$ cat src/rtl/varint_pkg.sv
// Shared types and helpers for the LEB128 varint stream encoder.
// Provides the FSM state enum, the per-width byte budget, zigzag mapping
// and the encoded length of a (zigzag-mapped) value.
package varint_pkg;

  localparam int unsigned MAX_DATA_W = 64;
  localparam int unsigned LEN_W      = 4;   // holds byte counts up to 10

  typedef enum logic {
    IDLE = 1'b0,
    EMIT = 1'b1
  } state_t;

  // Worst-case encoded length for a data_w-bit field.
  function automatic int unsigned max_bytes(input int unsigned data_w);
    return (data_w + 6) / 7;
  endfunction

  // Zigzag map on a 64-bit value. Narrower signed fields must be
  // sign-extended by the caller; the result then equals the narrow zigzag
  // value zero-extended, so one function covers every width.
  function automatic logic [MAX_DATA_W-1:0] zigzag(input logic [MAX_DATA_W-1:0] value,
                                                    input logic                  signed_en);
    if (signed_en) return (value << 1) ^ {MAX_DATA_W{value[MAX_DATA_W-1]}};
    return value;
  endfunction

  // Number of 7-bit groups needed for z; zero still takes one byte.
  function automatic logic [LEN_W-1:0] varint_len(input logic [MAX_DATA_W-1:0] z);
    int unsigned bits;
    bits = 0;
    for (int i = 0; i < int'(MAX_DATA_W); i++) begin
      if (z[i]) bits = i + 1;
    end
    if (bits == 0) return LEN_W'(1);
    return LEN_W'((bits + 6) / 7);
  endfunction

endpackage

$ cat src/rtl/varint_stream_encoder_if.sv
// Word-in / byte-beat-out stream bundle for the varint encoder.
//   in_*  : one raw field per valid/ready handshake, with signed flag and tag
//   out_* : LANES encoded bytes per beat with keep mask, last flag and tag
// slave  = encoder side, master = producer/consumer side.
interface varint_stream_encoder_if #(
  parameter int unsigned DATA_W = 64,
  parameter int unsigned LANES  = 4,
  parameter int unsigned IDX_W  = 10
);

  logic                 in_valid;
  logic                 in_ready;
  logic [DATA_W-1:0]    in_data;
  logic                 in_signed;
  logic [IDX_W-1:0]     in_index;

  logic                 out_valid;
  logic                 out_ready;
  logic [8*LANES-1:0]   out_data;
  logic [LANES-1:0]     out_keep;
  logic                 out_last;
  logic [IDX_W-1:0]     out_index;

  modport slave (
    input  in_valid, in_data, in_signed, in_index, out_ready,
    output in_ready, out_valid, out_data, out_keep, out_last, out_index
  );

  modport master (
    output in_valid, in_data, in_signed, in_index, out_ready,
    input  in_ready, out_valid, out_data, out_keep, out_last, out_index
  );

endinterface

$ cat src/rtl/varint_byte_pack.sv
// Combinational LEB128 packer: splits a zigzag-mapped value into 7-bit
// groups, sets the continuation bit on all but the final byte, and reports
// the number of significant bytes.
//   z     : mapped value
//   bytes : MAX_BYTES encoded bytes, byte 0 = least significant group
//   n     : encoded length, 1..MAX_BYTES
module varint_byte_pack
  import varint_pkg::*;
#(
  parameter  int unsigned DATA_W    = 64,
  localparam int unsigned MAX_BYTES = max_bytes(DATA_W)
) (
  input  logic [DATA_W-1:0]          z,
  output logic [MAX_BYTES-1:0][7:0]  bytes,
  output logic [LEN_W-1:0]           n
);

  localparam int unsigned PAD_W = 7 * MAX_BYTES;

  logic [PAD_W-1:0] z_pad;

  assign z_pad = PAD_W'(z);
  assign n     = varint_len(MAX_DATA_W'(z));

  // Continuation bit is set on every byte below the last one.
  always_comb begin
    bytes = '0;
    for (int k = 0; k < int'(MAX_BYTES); k++) begin
      bytes[k] = {(LEN_W'(k + 1) < n), z_pad[7*k +: 7]};
    end
  end

endmodule

$ cat src/rtl/varint_stream_encoder.sv
// Streaming LEB128 varint encoder.
// Accepts one DATA_W-bit word per input handshake, optionally zigzag maps
// it, and emits the encoded bytes LANES at a time with keep/last/index.
//   clock_clk, reset_reset_n : clock, async active-low reset
//   clr                      : synchronous flush of the in-flight word
//   s                        : stream bundle (slave side)
//   busy                     : a word is being emitted
//   word_cnt                 : words fully emitted, wrapping
module varint_stream_encoder
  import varint_pkg::*;
#(
  parameter int unsigned DATA_W = 64,
  parameter int unsigned LANES  = 4,
  parameter int unsigned IDX_W  = 10,
  parameter int unsigned CNT_W  = 16
) (
  input  logic                       clock_clk,
  input  logic                       reset_reset_n,
  input  logic                       clr,
  varint_stream_encoder_if.slave     s,
  output logic                       busy,
  output logic [CNT_W-1:0]           word_cnt
);

  localparam int unsigned MAX_BYTES = max_bytes(DATA_W);
  localparam int unsigned PTR_W     = $clog2(MAX_BYTES + LANES + 1);

  if (!(DATA_W == 32 || DATA_W == 64)) begin : g_bad_data_w
    $error("varint_stream_encoder: DATA_W must be 32 or 64");
  end
  if (!(LANES == 1 || LANES == 2 || LANES == 4 || LANES == 8)) begin : g_bad_lanes
    $error("varint_stream_encoder: LANES must be 1, 2, 4 or 8");
  end

  state_t                      state;
  logic [PTR_W-1:0]            ptr;
  logic [PTR_W-1:0]            n_q;
  logic [MAX_BYTES-1:0][7:0]   bytes_q;

  logic [MAX_DATA_W-1:0]       in_ext;
  logic [DATA_W-1:0]           z;
  logic [MAX_BYTES-1:0][7:0]   pack_bytes;
  logic [LEN_W-1:0]            pack_n;

  logic                        in_hs;
  logic                        out_hs;

  logic [PTR_W-1:0]            nxt_ptr;
  logic [PTR_W-1:0]            src_n;
  logic [MAX_BYTES-1:0][7:0]   src_bytes;
  logic [8*LANES-1:0]          nxt_data;
  logic [LANES-1:0]            nxt_keep;
  logic                        nxt_last;

  // Sign-extend signed fields so the 64-bit zigzag is correct at any width.
  assign in_ext = s.in_signed ? MAX_DATA_W'($signed(s.in_data)) : MAX_DATA_W'(s.in_data);
  assign z      = DATA_W'(zigzag(in_ext, s.in_signed));

  varint_byte_pack #(.DATA_W(DATA_W)) u_pack (
    .z     (z),
    .bytes (pack_bytes),
    .n     (pack_n)
  );

  // Ready also opens on the final beat's handshake for zero-bubble reloads.
  assign s.in_ready = reset_reset_n && !clr &&
                      (state == IDLE || (s.out_valid && s.out_ready && s.out_last));
  assign in_hs      = s.in_valid && s.in_ready;
  assign out_hs     = s.out_valid && s.out_ready;

  // Next beat: first beat of a freshly accepted word, or the following
  // LANES bytes of the held word.
  always_comb begin
    nxt_ptr   = in_hs ? '0 : ptr + PTR_W'(LANES);
    src_bytes = in_hs ? pack_bytes : bytes_q;
    src_n     = in_hs ? PTR_W'(pack_n) : n_q;
    nxt_data  = '0;
    nxt_keep  = '0;
    for (int j = 0; j < int'(LANES); j++) begin
      nxt_keep[j] = (nxt_ptr + PTR_W'(j)) < src_n;
      for (int k = 0; k < int'(MAX_BYTES); k++) begin
        if (nxt_keep[j] && (nxt_ptr + PTR_W'(j)) == PTR_W'(k)) begin
          nxt_data[8*j +: 8] = src_bytes[k];
        end
      end
    end
    nxt_last = (nxt_ptr + PTR_W'(LANES)) >= src_n;
  end

  // FSM, beat registers and completed-word counter.
  always_ff @(posedge clock_clk or negedge reset_reset_n) begin
    if (!reset_reset_n) begin
      state       <= IDLE;
      ptr         <= '0;
      n_q         <= '0;
      bytes_q     <= '0;
      busy        <= 1'b0;
      word_cnt    <= '0;
      s.out_valid <= 1'b0;
      s.out_data  <= '0;
      s.out_keep  <= '0;
      s.out_last  <= 1'b0;
      s.out_index <= '0;
    end else if (clr) begin
      state       <= IDLE;
      ptr         <= '0;
      busy        <= 1'b0;
      s.out_valid <= 1'b0;
    end else begin
      if (out_hs && s.out_last) begin
        word_cnt <= word_cnt + CNT_W'(1);
      end
      if (in_hs) begin
        state       <= EMIT;
        busy        <= 1'b1;
        bytes_q     <= pack_bytes;
        n_q         <= PTR_W'(pack_n);
        ptr         <= nxt_ptr;
        s.out_valid <= 1'b1;
        s.out_data  <= nxt_data;
        s.out_keep  <= nxt_keep;
        s.out_last  <= nxt_last;
        s.out_index <= s.in_index;
      end else if (out_hs) begin
        if (s.out_last) begin
          state       <= IDLE;
          busy        <= 1'b0;
          s.out_valid <= 1'b0;
        end else begin
          ptr         <= nxt_ptr;
          s.out_data  <= nxt_data;
          s.out_keep  <= nxt_keep;
          s.out_last  <= nxt_last;
        end
      end
    end
  end

endmodule

$ cat src/flat_wrapper.sv
// flat-port wrapper written by rule: the top's interface ports become plain ports
module varint_stream_encoder_flat import varint_pkg::*;
#(
  parameter int unsigned DATA_W = 64,
  parameter int unsigned LANES  = 4,
  parameter int unsigned IDX_W  = 10,
  parameter int unsigned CNT_W  = 16
)
  (clock_clk, reset_reset_n, clr, busy, word_cnt, s_in_valid, s_in_data, s_in_signed, s_in_index, s_out_ready, s_in_ready, s_out_valid, s_out_data, s_out_keep, s_out_last, s_out_index);
  varint_stream_encoder_if #(.DATA_W(DATA_W), .LANES(LANES), .IDX_W(IDX_W)) s_i ();
  input  logic clock_clk;
  input  logic reset_reset_n;
  input  logic clr;
  output logic busy;
  output logic [CNT_W-1:0] word_cnt;
  input wire logic [$bits(s_i.in_valid)-1:0] s_in_valid;
  input wire logic [$bits(s_i.in_data)-1:0] s_in_data;
  input wire logic [$bits(s_i.in_signed)-1:0] s_in_signed;
  input wire logic [$bits(s_i.in_index)-1:0] s_in_index;
  input wire logic [$bits(s_i.out_ready)-1:0] s_out_ready;
  output wire logic [$bits(s_i.in_ready)-1:0] s_in_ready;
  output wire logic [$bits(s_i.out_valid)-1:0] s_out_valid;
  output wire logic [$bits(s_i.out_data)-1:0] s_out_data;
  output wire logic [$bits(s_i.out_keep)-1:0] s_out_keep;
  output wire logic [$bits(s_i.out_last)-1:0] s_out_last;
  output wire logic [$bits(s_i.out_index)-1:0] s_out_index;
  assign s_i.in_valid = s_in_valid;
  assign s_i.in_data = s_in_data;
  assign s_i.in_signed = s_in_signed;
  assign s_i.in_index = s_in_index;
  assign s_i.out_ready = s_out_ready;
  assign s_in_ready = s_i.in_ready;
  assign s_out_valid = s_i.out_valid;
  assign s_out_data = s_i.out_data;
  assign s_out_keep = s_i.out_keep;
  assign s_out_last = s_i.out_last;
  assign s_out_index = s_i.out_index;
  varint_stream_encoder #(.DATA_W(DATA_W), .LANES(LANES), .IDX_W(IDX_W), .CNT_W(CNT_W)) u_core (.clock_clk(clock_clk), .reset_reset_n(reset_reset_n), .clr(clr), .s(s_i), .busy(busy), .word_cnt(word_cnt));
endmodule
$ cat config.mk
export PLATFORM = sky130hd
export DESIGN_NAME = varint_stream_encoder_flat
export DESIGN_NICKNAME = d
export VERILOG_FILES = /design/src/rtl/varint_pkg.sv /design/src/rtl/varint_stream_encoder_if.sv /design/src/rtl/varint_byte_pack.sv /design/src/rtl/varint_stream_encoder.sv /design/src/flat_wrapper.sv
export SDC_FILE = /design/constraint.sdc
export NUM_CORES = 1
export LEC_CHECK = 0
export ABC_AREA = 1
export BUFFER_PORTS_ARGS = -buffer_cell sky130_fd_sc_hd__buf_2
export CORE_UTILIZATION = 55
export DETAILED_ROUTE_END_ITERATION = 16
export PLACE_DENSITY = 0.83
export SETUP_SLACK_MARGIN = 0.3
export SYNTH_ARGS = -nofsm -noshare
export SYNTH_HDL_FRONTEND = slang
export SYNTH_HIERARCHICAL = 1
export SYNTH_SLANG_ARGS = --single-unit
$ cat constraint.sdc
create_clock -name clock_clk -period 3.5 [get_ports clock_clk]
set_input_delay 0.35 -clock clock_clk [delete_from_list [all_inputs] [get_ports clock_clk]]
set_output_delay 0.35 -clock clock_clk [all_outputs]
set_load 0.005 [all_outputs]
After elaboration in Yosys (flattened, before gate mapping)

Index checks and enable logic that the tools add are counted.

Mux-type cells: 130
$lt $le $gt $ge: 15
$add $sub $neg: 7
Reductions and logical operators: 61
Divide/modulo/power cells: 1
Equal/unequal tests: 38
Bitwise operators: 3

Operator list:

| operator                | number |
|---|---|
| $mux W32                | 66 |
| $mux W8                 | 40 |
| $mux W64                | 2 |
| $mux W80                | 1 |
| $eq A4 B3 Y1 const B    | 16 |
| $xor A64 B64 Y64        | 1 |
| $logic_and A1 B1 Y1     | 45 |
| $mux W4                 | 11 |
| $add A32 B3 Y32 const B | 1 |
| $div A32 B3 Y32 const B | 1 |
| $eq A4 B2 Y1 const B    | 8 |
| $eq A4 B4 Y1 const B    | 8 |
| $logic_not A32 Y1       | 1 |
| $add A16 B1 Y16 const B | 1 |
| $eq A4 B1 Y1 const B    | 4 |
| $logic_not A4 Y1        | 4 |
| $lt A3 B4 Y1 const A    | 4 |
| $lt A4 B4 Y1            | 4 |
| $lt A4 B4 Y1 const A    | 3 |
| $mux W1                 | 10 |
| $reduce_and A2 Y1       | 5 |
| $add A4 B2 Y4 const B   | 2 |
| $add A4 B3 Y4 const B   | 2 |
| $lt A2 B4 Y1 const A    | 2 |
| other kinds (11)        | 13 |

Logic and storage cells: 273
Register bits: 152
Output and inout bits: 66

Depth between registers and ports, before layout

Word-level depth: 86
Gate-level depth with buffers: 108
Depth with buffers taken out: 107

By module

Netlist, hierarchy kept.

Modules (own cells, without submodules):

| module                | area each (µm²) | times used | cells an instance | sequential area each (µm²) |
|---|---|---|---|---|
| varint_stream_encoder | 10834.1         | 1          | 1596              | 3803.6 |
| varint_byte_pack      | 2224.6          | 1          | 438               | 0.0 |

Worst setup path after synthesis

No wires, ideal clock.

Kind: input port to flip-flop
Start point: in s_in_data[63]
End point: reg u_core.s.out_data[9]
Arrival time: 7.864 ns
Buffers on the path: 2
Stages: 70
Setup slack: -4.430 ns
Cell sequence: clkbuf_1 -> buf_1 -> xnor2_1 -> o21ai_0 -> inv_2 -> nand3_1 -> nand3_1 -> nand3_1 -> nand3_1 -> nand3_1 -> nand2_1 -> nand2_1 -> nand2_1 -> nand2_1 -> nand2_1 -> nand2_1 -> nand2_1 -> nand2_1 -> [34 not listed] -> nand2_2 -> nor2_4 -> nand2_4 -> inv_1 -> nor2_1 -> o21ai_0 -> ha_1 -> inv_1 -> o21bai_1 -> a31oi_1 -> clkinv_1 -> nor3_1 -> nand2_1 -> nand3_1 -> o21ai_0 -> nand4_1 -> nand2_1 -> nand2_1

RTL lines:

| item                                                        | RTL line                           | source |
|---|---|---|
| start, declared                                             | flat_wrapper.sv:17                 | `input wire logic [$bits(s_i.in_data)-1:0] s_in_data;` |
| $xor A64 B64 Y64 (*)                                        | varint_pkg.sv:24                   | `if (signed_en) return (value << 1) ^ {MAX_DATA_W{value[MAX_DATA_W-1]}};` |
| $mux W64 (*)                                                | varint_pkg.sv:24                   |  |
| $mux W64 (*)                                                | varint_pkg.sv:25                   | `return value;` |
| net u_core.z[5]                                             | varint_stream_encoder.sv:41        | `logic [DATA_W-1:0] z;` |
| $mux W32 (*) (59 in series)                                 | varint_pkg.sv:33                   | `if (z[i]) bits = i + 1;` |
| $add A32 B3 Y32 / $logic_not A32 Y1 (equally long branches) | varint_pkg.sv:36, varint_pkg.sv:35 |  |
| $div A32 B3 Y32 / $mux W1 (equally long branches)           | varint_pkg.sv:36, varint_pkg.sv:35 |  |
| $mux W4 (*)                                                 | varint_pkg.sv:36                   | `return LEN_W'((bits + 6) / 7);` |
| net u_core.pack_n[2]                                        | varint_stream_encoder.sv:43        | `logic [LEN_W-1:0] pack_n;` |
| $mux W4 (*)                                                 | varint_stream_encoder.sv:76        | `src_n = in_hs ? PTR_W'(pack_n) : n_q;` |
| $lt A4 B4 Y1 (*)                                            | varint_stream_encoder.sv:80        | `nxt_keep[j] = (nxt_ptr + PTR_W'(j)) < src_n;` |
| $logic_and A1 B1 Y1                                         | varint_stream_encoder.sv:82        | `if (nxt_keep[j] && (nxt_ptr + PTR_W'(j)) == PTR_W'(k)) begin` |
| $mux W8 (9 in series)                                       | varint_stream_encoder.sv:82        |  |
| $mux W8 (*)                                                 | varint_stream_encoder.sv:82        |  |
| $mux W32                                                    | varint_stream_encoder.sv:125       | `if (s.out_last) begin` |
| $mux W32                                                    | varint_stream_encoder.sv:124       | `end else if (out_hs) begin` |
| $mux W32 (*)                                                | varint_stream_encoder.sv:113       | `if (in_hs) begin` |
| end signal, assigned                                        | varint_stream_encoder.sv:120       | `s.out_data <= nxt_data;` |
| end signal, assigned                                        | varint_stream_encoder.sv:131       | `s.out_data <= nxt_data;` |
| end, declared                                               | varint_stream_encoder_if.sv:26     | `output in_ready, out_valid, out_data, out_keep, out_last, out_index` |

Mark *: on every way through the listed nets, which the timed path passes. The rest lies on a longest branch. The select of a mux whose other input is x is not followed.
A chain may end at the register's enable or synchronous reset.

Worst setup path in the final report

Start point: in s_in_data[63]
End point: reg u_core.s.out_data[2]

RTL lines:

| item                                                        | RTL line |
|---|---|
| $xor A64 B64 Y64 (*)                                        | varint_pkg.sv:24 |
| $mux W64 (*)                                                | varint_pkg.sv:24 |
| $mux W64 (*)                                                | varint_pkg.sv:25 |
| net u_core.z[4]                                             | varint_stream_encoder.sv:41 |
| $mux W32 (*) (60 in series)                                 | varint_pkg.sv:33 |
| $add A32 B3 Y32 / $logic_not A32 Y1 (equally long branches) | varint_pkg.sv:36, varint_pkg.sv:35 |
| $div A32 B3 Y32 / $mux W1 (equally long branches)           | varint_pkg.sv:36, varint_pkg.sv:35 |
| $mux W4 (*)                                                 | varint_pkg.sv:36 |
| net u_core.pack_n[2]                                        | varint_stream_encoder.sv:43 |
| $mux W4 (*)                                                 | varint_stream_encoder.sv:76 |
| $lt A4 B4 Y1 (*)                                            | varint_stream_encoder.sv:80 |
| $logic_and A1 B1 Y1                                         | varint_stream_encoder.sv:82 |
| $mux W8 (9 in series)                                       | varint_stream_encoder.sv:82 |
| $mux W8 (*)                                                 | varint_stream_encoder.sv:82 |
| $mux W32                                                    | varint_stream_encoder.sv:125 |
| $mux W32                                                    | varint_stream_encoder.sv:124 |
| $mux W32 (*)                                                | varint_stream_encoder.sv:113 |

Marks and branches as above.

==> flow_metrics.py <==
metrics = {
    "outcome": {
        "status": "finished with violations",
        "violations": "negative setup slack",
    },
    "critical_path": {
        "worstPathRequired_ns": 3.83,
        "cp_slowest_cell": "o21ai_1",
        "path_depth": 102,
        "critPathMaxFanout": 15,
        "ff2ff_path_depth": 26,
        "critPathKind": "input pin to flop",
        "crit_arrival_ns": 7.83,
        "path_common_cell": "nand2_1",
        "start_kind": "input pin",
        "path_buf_inv": 8,
        "endpoint_kind": "flop",
        "max_stage_delay_ns": 0.23,
        "path_delay_family": "simple AND/OR/NAND/NOR gates",
    },
    "drt": {
        "drtAntennaViolNets": 0,
        "routedWlPerCell_um": 18.9,
        "detail_route.iter0.violations": 1845,
        "wirelength_um": 51800,
        "first_pass_iters": 7,
        "route.detailed.drc": 0,
        "vias": 15500,
        "vias_per_cell": 5.65,
    },
    "synthesis": {
        "syn_area_sq_um": 13100,
        "synth_edf_count": 0,
        "synth-main-ff-cell": "dfrtp_1",
        "yosysTopAreaCellShare": 0.291,
        "ys_warn_count": 6,
        "synthCells": 2034,
        "synthTopCellsByCount": "734 x nand2_1, 249 x inv_1, 165 x o21ai_0, 152 x dfrtp_1, 140 x nor2_1",
        "synth-seq-area-share": 0.291,
        "synth_top_area_cell": "dfrtp_1",
        "yosysMostFrequentCell": "nand2_1",
        "synth_cell_types": 56,
        "async_flop_share": 1.00,
        "syn_avg_cell_area_sq_um": 6.42,
        "synth_area_leaders": "dfrtp_1 29%, nand2_1 21%, inv_1 7.2%",
        "ys_ff_latch": 152,
    },
    "global_routing": {
        "gr-usage-met2": 0.654,
        "track_usage": 0.396,
        "use_met3": 0.0731,
        "grt_first_pass_wirelength_um": 74300,
        "busiest_layer": "met2",
        "grt_pass1_vias": 13900,
        "grt_start_max_net_pins": 81,
        "use_met1": 0.502,
        "antenna_found_initial": 1,
        "gr-total-overflow": 0,
    },
    "sta": {
        "rsz0062_at_grt": "true",
        "maxSlewHeadroom": 0.358,
        "tightest_slew_ns": 0.964,
        "min_period_ns": 7.50,
        "post-route-period-util": 2.14,
        "fmax_ghz": 0.133,
        "fin_ws_ns": -4.00,
        "final-setup-viol-count": 51,
        "skew_ns": 0.0175,
        "slew_viol_final": 0,
        "hold_violations": 0,
    },
    "clocking": {
        "htreeDepth": 4,
        "cts_num_sinks": 152,
        "cts_made_buffers": 17,
        "cts_tree": "done",
        "clkLatencyLatePin_ns": 0.44,
        "root_buffer": "clkbuf_16",
        "path_clk_slew_ns": 0.07,
        "clk_path_buf_depth": 2,
    },
    "pwr": {
        "max-vdd-ir-drop_v": 0.000373,
        "p_leak_nw": 9.72,
        "power.density_nw_per_um2": 535,
    },
    "place": {
        "io_buffers": 145,
        "dpl_cell_area_sq_um": 15600,
        "place_inst": 2635,
        "hpwl_um": 33700,
        "place.gp.congestion": 1.02,
    },
    "die": {
        "rows": 56,
        "start_util": 0.558,
        "coreArea_sq_um": 23400,
        "die_y_um": 156,
        "io_pins": 146,
        "fp.dieArea_sq_um": 24400,
        "dieWidth_um": 156,
    },
    "cells_and_area": {
        "drive_above_1_share": 0.374,
        "nNetsFinal": 2514,
        "final_area_sq_um": 18100,
        "areaGrowthSynthToFinish_pct": 38.9,
        "final_core_util": 0.775,
        "fin_cells": 2743,
        "fillCellCount": 1738,
    },
    "worst_hold_path": {
        "hold_path.class": "input pin to async pin",
    },
    "flow_run": {
        "cap_violations": 0,
    },
}
worst paths after layout:
kind                                     startpoint                     to  slack, ns
worst max register to register         u_core/state  u_core/s.out_data[19]      -0.50
min in group clock_clk                s_in_index[1]  u_core/s.out_index[1]       0.11
worst min register to register  u_core/word_cnt[15]    u_core/word_cnt[15]       0.46
max in group asynchronous             reset_reset_n   u_core/s.out_data[8]       1.59
worst min-delay path                  reset_reset_n     u_core/word_cnt[9]       0.03
worst max-delay path                  s_in_data[63]   u_core/s.out_data[2]      -4.00
worst register-to-register path: cells and delay by family, from the launching register on:
| kind | cells | cell delay, ns |
|---|---|---|
| flops | 1 | 0.42 |
| buf+inv | 8 | 0.94 |
| compound gates | 2 | 0.42 |
| fa+ha+maj | 1 | 0.35 |
| simple gates | 15 | 1.80 |
power breakdown:
part           switching, mW  total (mW)  internal, mW  leakage (nW)
sequential             0.216        2.43          2.21          1.85
combinational           3.14        5.40          2.26          7.58
clock                  0.923        1.89         0.964         0.286
total                   4.27        9.71          5.44          9.72
cells by family after synthesis:
family	count (synthesis)	synth area share
XOR/XNOR	88	0.0616
multiplexers	1	0.000862
buffers and inverters	400	0.140
AND/OR/NAND/NOR	1114	0.377
AO/OA/AOI/OAI	253	0.105
flip-flops	152	0.291
adder cells (fa/ha/maj)	25	0.0240
other	1	0.000287
stage by stage:
step                setup TNS [ns]  total power [mW]  setup slack [ns]  hold WS, ns
finish                     -169.28              9.71             -4.00       0.0321
CTS                        -140.66              8.94             -3.41       0.0627
floorplan                  -143.92              4.77             -3.47       0.0544
detailed placement         -182.55              6.41             -4.28        0.458
global placement           -171.45              6.29             -4.04        0.458
global route               -197.67              10.1             -4.63       0.0883
metal layers:
| layer | vias to the layer above | part of all wire |
|---|---|---|
| met5 | - | 0.0016 |
| li1 | 7010 | - |
| met4 | 2 | 0.073 |
| met1 | 7045 | 0.37 |
| met2 | 1065 | 0.46 |
| met3 | 367 | 0.10 |
cell type report:
class	instances	area (sq um)	share of cell area
Inverter	272	1060	0.0582
Antenna cell	2	5.00	0.000276
Timing Repair inverter	1	8.76	0.000483
Clock buffer	17	425	0.0234
Tap cell	319	399	0.0220
Timing Repair Buffer	475	3520	0.194
Clock inverter	15	176	0.00972
Multi-Input combinational cell	1490	8750	0.482
Sequential cell	152	3800	0.210
sequential cells by signal, summed over array words and instances (netlist names):
signal	count
u_core/bytes_q	80
u_core/s.out_data	32
u_core/word_cnt	16
u_core/s.out_index	10
u_core/n_q	4
u_core/ptr	4
u_core/s.out_keep	4
u_core/s.out_last	1
u_core/state	1
timing repair:
item / 4_1_cts / 5_1_grt
gates resized for setup: 192 / 181
setup buffers: 43 / 26
pin swaps: 103 / 139
hold buffers: 0 / 0
setup endpoints to repair: 51 / 51
cloned: 4 / 1
cell usage in the layout, fill, tap and decap left out, drive strengths merged, types with 2 or more instances in the layout:
cell / synthesis / final
a21oi: 28 / 28
a31oi: 6 / 6
buf: 100 / 475
clkbuf: 28 / 17
clkinv: 3 / 11
clkinvlp: 0 / 2
conb: 1 / 6
dfrtp: 152 / 152
diode: 0 / 2
ha: 25 / 25
inv: 269 / 275
nand2: 757 / 759
nand3: 97 / 98
nand3b: 2 / 2
nand4: 35 / 35
nor2: 158 / 158
nor3: 15 / 15
nor4: 3 / 3
o211ai: 3 / 3
o21ai: 206 / 206
o21bai: 3 / 3
o22ai: 2 / 2
o31ai: 2 / 2
or2: 45 / 45
xnor2: 69 / 69
xor2: 19 / 19
Power figures use the tool's default switching activity.
